==> src/rtl/id_issue_ctrl.sv <==
// id_issue_ctrl: decode-stage issue controller with immediate-gen hookup, 2-entry skid buffer, flush and stall counter
module id_issue_ctrl #(
  parameter int PC_W  = 64,
  parameter int CNT_W = 32
) (
  input  logic             clk,
  input  logic             rst_n,
  input  logic             if_valid,
  output logic             if_ready,
  input  logic [PC_W-1:0]  if_pc,
  input  logic [31:0]      if_inst,
  input  logic             flush,
  output logic [31:0]      gen_inst,
  output logic [2:0]       gen_type,
  input  logic [63:0]      gen_imm_data,
  input  logic [5:0]       gen_imm_shift,
  output logic             id_valid,
  input  logic             id_ready,
  output logic [PC_W-1:0]  id_pc,
  output logic [31:0]      id_inst,
  output logic [63:0]      id_imm,
  output logic [5:0]       id_shamt,
  output logic [CNT_W-1:0] stall_cnt
);
  localparam int P_W = PC_W + 32 + 64 + 6;
  typedef enum logic [1:0] {EMPTY, ONE, FULL} state_t;
  state_t state, state_nx;
  logic [P_W-1:0] main_q, skid_q;
  logic in_x, out_x, load_main, load_skid, pop_skid;
  assign gen_inst = if_inst;
  assign if_ready = (state != FULL) & rst_n;
  assign id_valid = (state != EMPTY);
  assign in_x     = if_valid & if_ready;
  assign out_x    = id_valid & id_ready;
  assign {id_pc, id_inst, id_imm, id_shamt} = main_q;
  // immediate format select from the opcode
  always_comb begin
    gen_type = 3'b000;
    case (if_inst[6:0])
      7'b0100011:                                     gen_type = 3'b011;
      7'b0110111, 7'b0010111:                         gen_type = 3'b100;
      7'b1101111:                                     gen_type = 3'b101;
      7'b1100111, 7'b0000011, 7'b0010011, 7'b0011011: gen_type = 3'b110;
      7'b1100011:                                     gen_type = 3'b111;
      default:                                        gen_type = 3'b000;
    endcase
  end
  // buffer occupancy transitions; flush empties the buffer and drops any incoming beat
  always_comb begin
    state_nx  = state;
    load_main = 1'b0;
    load_skid = 1'b0;
    pop_skid  = 1'b0;
    case (state)
      EMPTY: begin
        load_main = in_x;
        state_nx  = in_x ? ONE : EMPTY;
      end
      ONE: begin
        load_main = in_x & out_x;
        load_skid = in_x & !out_x;
        state_nx  = (in_x & !out_x) ? FULL : (!in_x & out_x) ? EMPTY : ONE;
      end
      FULL: begin
        pop_skid = out_x;
        state_nx = out_x ? ONE : FULL;
      end
      default: state_nx = EMPTY;
    endcase
    if (flush) begin
      state_nx  = EMPTY;
      load_main = 1'b0;
      load_skid = 1'b0;
      pop_skid  = 1'b0;
    end
  end
  // state, payload registers and saturating stall counter
  always_ff @(posedge clk) begin
    if (!rst_n) begin
      state     <= EMPTY;
      main_q    <= '0;
      skid_q    <= '0;
      stall_cnt <= '0;
    end else begin
      state <= state_nx;
      if (load_main) main_q <= {if_pc, if_inst, gen_imm_data, gen_imm_shift};
      else if (pop_skid) main_q <= skid_q;
      if (load_skid) skid_q <= {if_pc, if_inst, gen_imm_data, gen_imm_shift};
      if (id_valid & !id_ready & ~&stall_cnt) stall_cnt <= stall_cnt + CNT_W'(1);
    end
  end
endmodule

==> config.mk <==
export PLATFORM = sky130hd
export DESIGN_NAME = id_issue_ctrl
export DESIGN_NICKNAME = d
export VERILOG_FILES = /design/src/rtl/id_issue_ctrl.sv
export SDC_FILE = /design/constraint.sdc
export NUM_CORES = 1
export LEC_CHECK = 0
export ABC_CLOCK_PERIOD_IN_PS = 3100
export BUFFER_PORTS_ARGS = -buffer_cell sky130_fd_sc_hd__buf_2
export CORE_MARGIN = 2
export CORE_UTILIZATION = 40
export CTS_CLUSTER_DIAMETER = 80
export DETAILED_ROUTE_END_ITERATION = 8
export GPL_TIMING_DRIVEN = 0
export SLEW_MARGIN = 30
export SYNTH_ARGS = -nofsm -noshare
export SYNTH_HDL_FRONTEND = slang
export SYNTH_SLANG_ARGS = --single-unit
==> constraint.sdc <==
create_clock -name clk -period 3.1 [get_ports clk]
set_input_delay 0.31 -clock clk [delete_from_list [all_inputs] [get_ports clk]]
set_output_delay 0.31 -clock clk [all_outputs]
set_load 0.03 [all_outputs]
# After elaboration in Yosys (flattened, before gate mapping)
# Cells that the tools add are included.
# op_classes
n_bitwise	9
n_reduce_logical	11
add_sub_neg	1
n_mux	14
n_eq_ne	12
# ops
op	count
166-bit 2-to-1 mux	2
32-bit by 1-bit adder with 32-bit output (second input constant)	1
32-bit AND reduction	1
7-bit by 5-bit equality test with 1-bit output (second input constant)	3
7-bit equality test (second input constant)	3
3-bit one-hot mux with 5 select lines	1
7-bit by 6-bit equality test with 1-bit output (second input constant)	2
1-bit bitwise AND	8
7-bit by 2-bit equality test with 1-bit output (second input constant)	1
1-bit 2-to-1 mux	7
2-bit one-hot mux with 3 select lines	1
1-bit zero test	4
2-bit 2-to-1 mux	2
2-bit nonzero test	2
2-bit OR reduction	2
4-bit OR reduction	1
2-bit by 1-bit equality test with 1-bit output (second input constant)	1
2-bit equality test (second input constant)	1
2-bit zero test	1
2-bit inequality test (second input constant)	1
1-bit one-hot mux with 2 select lines	1
1-bit inverter	1
# totals
ff_bits	366
output_inout_bits	235
inputBits	171
wordCells	51

# Longest topological paths before layout
# logic_depth
depth_word	8
depth_mapped	11
depth_no_buf	8

# Least setup slack after synthesis
# No wires, ideal clock.
# synth_path
kind	input -> register
start	in rst_n
end	reg main_q[140]
t_required_ns	3.029
arrival_time_ns	2.394
path_stages	10
n_path_buf	4
setup_ns	0.071
slack_ns	0.635
cell_sequence	buf_2 > clkbuf_1 > and3_1 > ha_1 > nand2_1 > a211oi_1 > clkbuf_1 > clkbuf_1 > a22oi_1 > a21oi_1
# synth_via
elab_chain_len	6
elab_cells_between_ends	7
classes_between	mux: 3; bitwise: 3; reduce/logical: 1
# synth_lines
element	line_no	rtl
from (decl)	7	input logic rst_n,
1-bit bitwise AND	31	assign if_ready = (state != FULL) & rst_n;
1-bit bitwise AND	33	assign in_x = if_valid & if_ready;
1-bit bitwise AND	60	load_main = in_x & out_x;
1-bit one-hot mux with 2 select lines	54	case (state)
1-bit 2-to-1 mux	70	if (flush) begin
166-bit 2-to-1 mux / 2-bit nonzero test (equally long branches)	--	
to (signal assigned)	86	if (load_main) main_q <= {if_pc, if_inst, gen_imm_data, gen_imm_shift};
to (signal assigned)	87	else if (pop_skid) main_q <= skid_q;
to (decl)	28	logic [P_W-1:0] main_q, skid_q;
# Several ways; a longest one is shown, not always the timed one.
# A chain may end at the register's enable or synchronous reset.

# Worst setup path after layout
# layout_path
start	reg state[0]
end	reg main_q[145]
# layout_via
elab_chain_len	7
elab_cells_between_ends	15
classes_between	eq/ne: 3; mux: 5; bitwise: 4; reduce/logical: 3
# layout_lines
element	line_no	rtl
from (decl)	27	state_t state, state_nx;
from (signal assigned)	85	state <= state_nx;
2-bit inequality test	31	
1-bit bitwise AND	31	
1-bit bitwise AND	33	
1-bit bitwise AND	60	
1-bit one-hot mux with 2 select lines	54	
1-bit 2-to-1 mux	70	
166-bit 2-to-1 mux / 2-bit nonzero test (equally long branches)	--	
# Several ways; a longest one is shown, not always the timed one.

==> impl_table.tex <==
\begin{tabular}{lr}
\hline
Metric & Value \\
\hline
\multicolumn{2}{l}{\textbf{Status}} \\
Result of the run & completed \\
\multicolumn{2}{l}{\textbf{Route}} \\
Initial DRT Pass Iterations & 6 \\
First DRT Iteration DRCs & 905 \\
WL/cell & 17.2 um \\
Drt drc & 0 \\
Average via count per standard cell & 5.21 \\
Remaining antenna violation count after routing & 0 \\
Total vias in the final route & 14.0k \\
Total routed wirelength & 46.0 mm \\
\multicolumn{2}{l}{\textbf{Hold path}} \\
Startpoint of the most critical hold path & gen\_imm\_data[14] \\
Path type of the worst min-delay path & input pin to register \\
Hold Crit Depth & 3 \\
Destination of the worst hold path & skid\_q[20] \\
\multicolumn{2}{l}{\textbf{STA}} \\
Aggregate negative setup slack & 0 ns \\
Endpoints failing hold & 0 \\
Tightest Pin Transition & 0.831 ns \\
Final setup violation count & 0 \\
Worst rel slew slack & 0.446 \\
Fmax & 350 MHz \\
Min cycle time layout & 2.86 ns \\
Worst clock skew & 0.0189 ns \\
Smallest setup slack after layout & 0.244 ns \\
Final worst path period share & 0.921 \\
Count of final max-slew check failures & 0 \\
Worst hold slack after final layout & 0.0262 ns \\
\multicolumn{2}{l}{\textbf{Synth}} \\
Synthesized area divided by synthesized cell count & 8.13 sq um \\
Post-synth net total & 1911 \\
Part of the Yosys area used for sequential elements & 0.519 \\
Number of warnings printed during yosys synthesis & 0 \\
Ys flop type & dfxtp\_1 \\
Library cells used by synthesis & 45 \\
Count of state elements after synthesis & 366 \\
Post-Synthesis Cell Area & 14100 sq um \\
Number of flops mapped to enable cells by yosys & 0 \\
Synthesized instance count & 1737 \\
Proportion of synthesized flip-flops having asynchronous set or reset & 0 \\
\multicolumn{2}{l}{\textbf{Floorplanning}} \\
Die Footprint & 36800 sq um \\
Die Width & 192 um \\
Effective utilization at floorplan & 0.408 \\
I/O pin count & 406 \\
Cell row count & 68 \\
Die span in y & 192 um \\
Core footprint & 34600 sq um \\
\multicolumn{2}{l}{\textbf{Power}} \\
Lkg Pwr & 6.88 nW \\
Clock share of power & 0.449 \\
Worst VDD drop & 438 uV \\
Switching power summed over all nets & 2.52 mW \\
Switching power share of the total & 0.244 \\
Post-route total power & 10.3 mW \\
Share of power burned in registers & 0.468 \\
Power density of the placed cells & 570 nW/um\^{}2 \\
Comb pwr share & 0.082 \\
Cell internal power dissipation & 7.79 mW \\
\multicolumn{2}{l}{\textbf{Setup path}} \\
Worst endpoint data arrival time & 3.31 ns \\
Worst reg-to-reg path cell count & 9 \\
Number of buffers and inverters on the critical path & 2 \\
Crit. End Element & register \\
Reg-to-Reg End & main\_q[145] \\
Reg2Reg Launch Point & state[0] \\
Minimum setup slack among reg-to-reg paths & 0.24 ns \\
Start-to-end type of the worst setup path & register to register \\
Crit path cell chain & nand2b\_1, and3\_1, ha\_1, nand2\_1, a211oi\_2, clkbuf\_1, clkbuf\_1, a22oi\_1, a21oi\_1 \\
Critical Path Most Common Cell & clkbuf\_1 \\
Slowest cell delay on critical path & 0.46 ns \\
Largest driver fanout on the critical path & 10 \\
Worst setup SP type & register \\
Worst EP required & 3.55 ns \\
Top delay family on crit path & buffers and inverters \\
Cell with the largest stage delay on the worst path & a211oi\_2 \\
\multicolumn{2}{l}{\textbf{Global route}} \\
M2 GR Usage & 0.391 \\
Overflow left after global routing & 0 \\
First-pass GRT wire length & 70.2 mm \\
Pin count of the biggest net entering global routing & 14 \\
Met1 track demand over resource & 0.311 \\
Met3 Use GR & 0.0634 \\
Number of antenna violations at the first check in global routing & 13 \\
Overall track demand over capacity in global routing & 0.240 \\
Via count of the first global-routing pass & 12.8k \\
Layer with the highest usage & met2 \\
\multicolumn{2}{l}{\textbf{Placed design}} \\
DPL Wire Length & 33.2 mm \\
Cell area reported after detailed placement & 16700 sq um \\
Port bufs & 404 \\
Number of placed instances, taps included & 2596 \\
Weighted congestion at the end of routability-driven global placement & 0.843 \\
Post-Place Setup Slack & -0.664 ns \\
\multicolumn{2}{l}{\textbf{Finish}} \\
Share of cells above drive strength 1 & 0.231 \\
Synth-to-layout area growth & 28.2\% \\
Number of nets at the end of the flow & 2368 \\
Highest-count cells in the layout ignoring fill and taps & nand2\_1 (523), buf\_2 (409), dfxtp\_1 (366) \\
Most common cell after layout, fill and taps aside & nand2\_1 \\
Non-filler instance count after layout & 2680 \\
Design Area, Final & 18100 sq um \\
Util after Layout & 0.523 \\
\multicolumn{2}{l}{\textbf{Clocking}} \\
Number of clock buffers inserted by TritonCTS & 40 \\
Maximum level of the CTS H-tree & 2 \\
Deepest clock path buffer count & 3 \\
Clock tree from TritonCTS & yes \\
Reg clk slew, reported paths & 0.06 ns \\
\# clock sinks & 366 \\
CTS root buf & clkbuf\_16 \\
Clock Latency Late Sink & 0.53 ns \\
\multicolumn{2}{l}{\textbf{Flow run}} \\
Count of max-cap constraint violations & 0 \\
\hline
\end{tabular}
area by class of cell:
class	instances	area, sq um
Sequential cell	366	7330
Clock buffer	51	1090
Tap cell	455	569
Fill cell	3395	16500
Antenna cell	9	22.5
Timing Repair Buffer	415	2130
Buffer	167	758
Clock inverter	13	149
Multi-Input combinational cell	1197	6020
Inverter	7	26.3
Yosys cell counts (2+ instances only):
master / n / area, sq um
a21oi_1: 355 / 1780
a22oi_1: 166 / 1250
a31oi_1: 2 / 12.5
and3_1: 5 / 31.3
and4_1: 5 / 43.8
buf_1: 3 / 11.3
buf_2: 4 / 20.0
buf_4: 32 / 240
clkbuf_1: 128 / 480
dfxtp_1: 366 / 7330
ha_1: 3 / 37.5
inv_1: 6 / 22.5
mux2i_1: 5 / 50.1
nand2_1: 523 / 1960
nand2b_1: 8 / 50.1
nand3_1: 15 / 75.1
nand3b_1: 2 / 15.0
nand4_1: 9 / 56.3
nor2_1: 12 / 45.0
nor2b_1: 2 / 12.5
nor3_1: 6 / 30.0
nor3b_1: 3 / 22.5
nor4_1: 4 / 25.0
o211ai_1: 3 / 22.5
o21a_1: 3 / 22.5
o21ai_0: 13 / 65.1
o31ai_1: 9 / 67.6
or2_2: 2 / 12.5
or3_1: 14 / 87.6
or4_1: 12 / 90.1
xor2_1: 3 / 26.3
cell families (layout without fill, tap and decap cells):
group	count (synthesis)	after routing	share of synthesized area
DFF	366	366	0.519
AOI/OAI and AO/OA	556	556	0.231
adders and majority gates	3	3	0.00266
other	0	9	0
xor gates and xnor gates	3	3	0.00186
and+or+nand+nor	630	630	0.187
buffers and inverters	174	653	0.0551
muxes	5	5	0.00354
power by group through the flow:
stage                     clock, mW  combinational, mW  sequential [mW]
after floorplan                   0              0.327             5.07
after detailed placement          0              0.839             4.93
after global routing           4.91              0.920             4.83
after global placement            0              0.834             4.93
final                          4.63              0.849             4.83
after CTS                      4.73              0.854             4.83
flip-flops by register name, indices dropped and copies added (netlist names):
signal,cells
stall_cnt,32
state,2
skid_q,166
main_q,166
routing by layer:
layer  share of wire  vias up  routed length, um
li1                -     6909                  -
met2            0.47      426              21700
met5         0.00050        -                 23
met1            0.42     6552              19400
met4           0.023        4               1070
met3           0.082       73               3750
worst max path at each step:
stage               cells after the start  slack [ns]      from     endpoint
floorplan                              10        0.64     rst_n  main_q[140]
global placement                       10       -0.67     rst_n   main_q[11]
detailed placement                     10       -0.66     rst_n   main_q[98]
CTS                                     9        0.03  state[0]   main_q[96]
global route                            9      -0.003  state[0]   main_q[61]
finish                                  9        0.24  state[0]  main_q[145]
what timing repair did:
action                                 in CTS  in global routing
pin swaps                                   0                  0
resized for setup                           3                  4
hold buffers                               11                  0
endpoints found under the hold margin      12                  0
setup buffers                               0                  0
setup endpoints to repair                 101                141
cloned                                      0                  0
tightest hold or removal path, delay by kind of cell:
kind / cells / cell delay (ns)
and+or+nand+nor: 1 / 0.05
buffers and inverters: 1 / 0.11
AOI/OAI and AO/OA: 1 / 0.05
(Power assumes the default switching activity.)
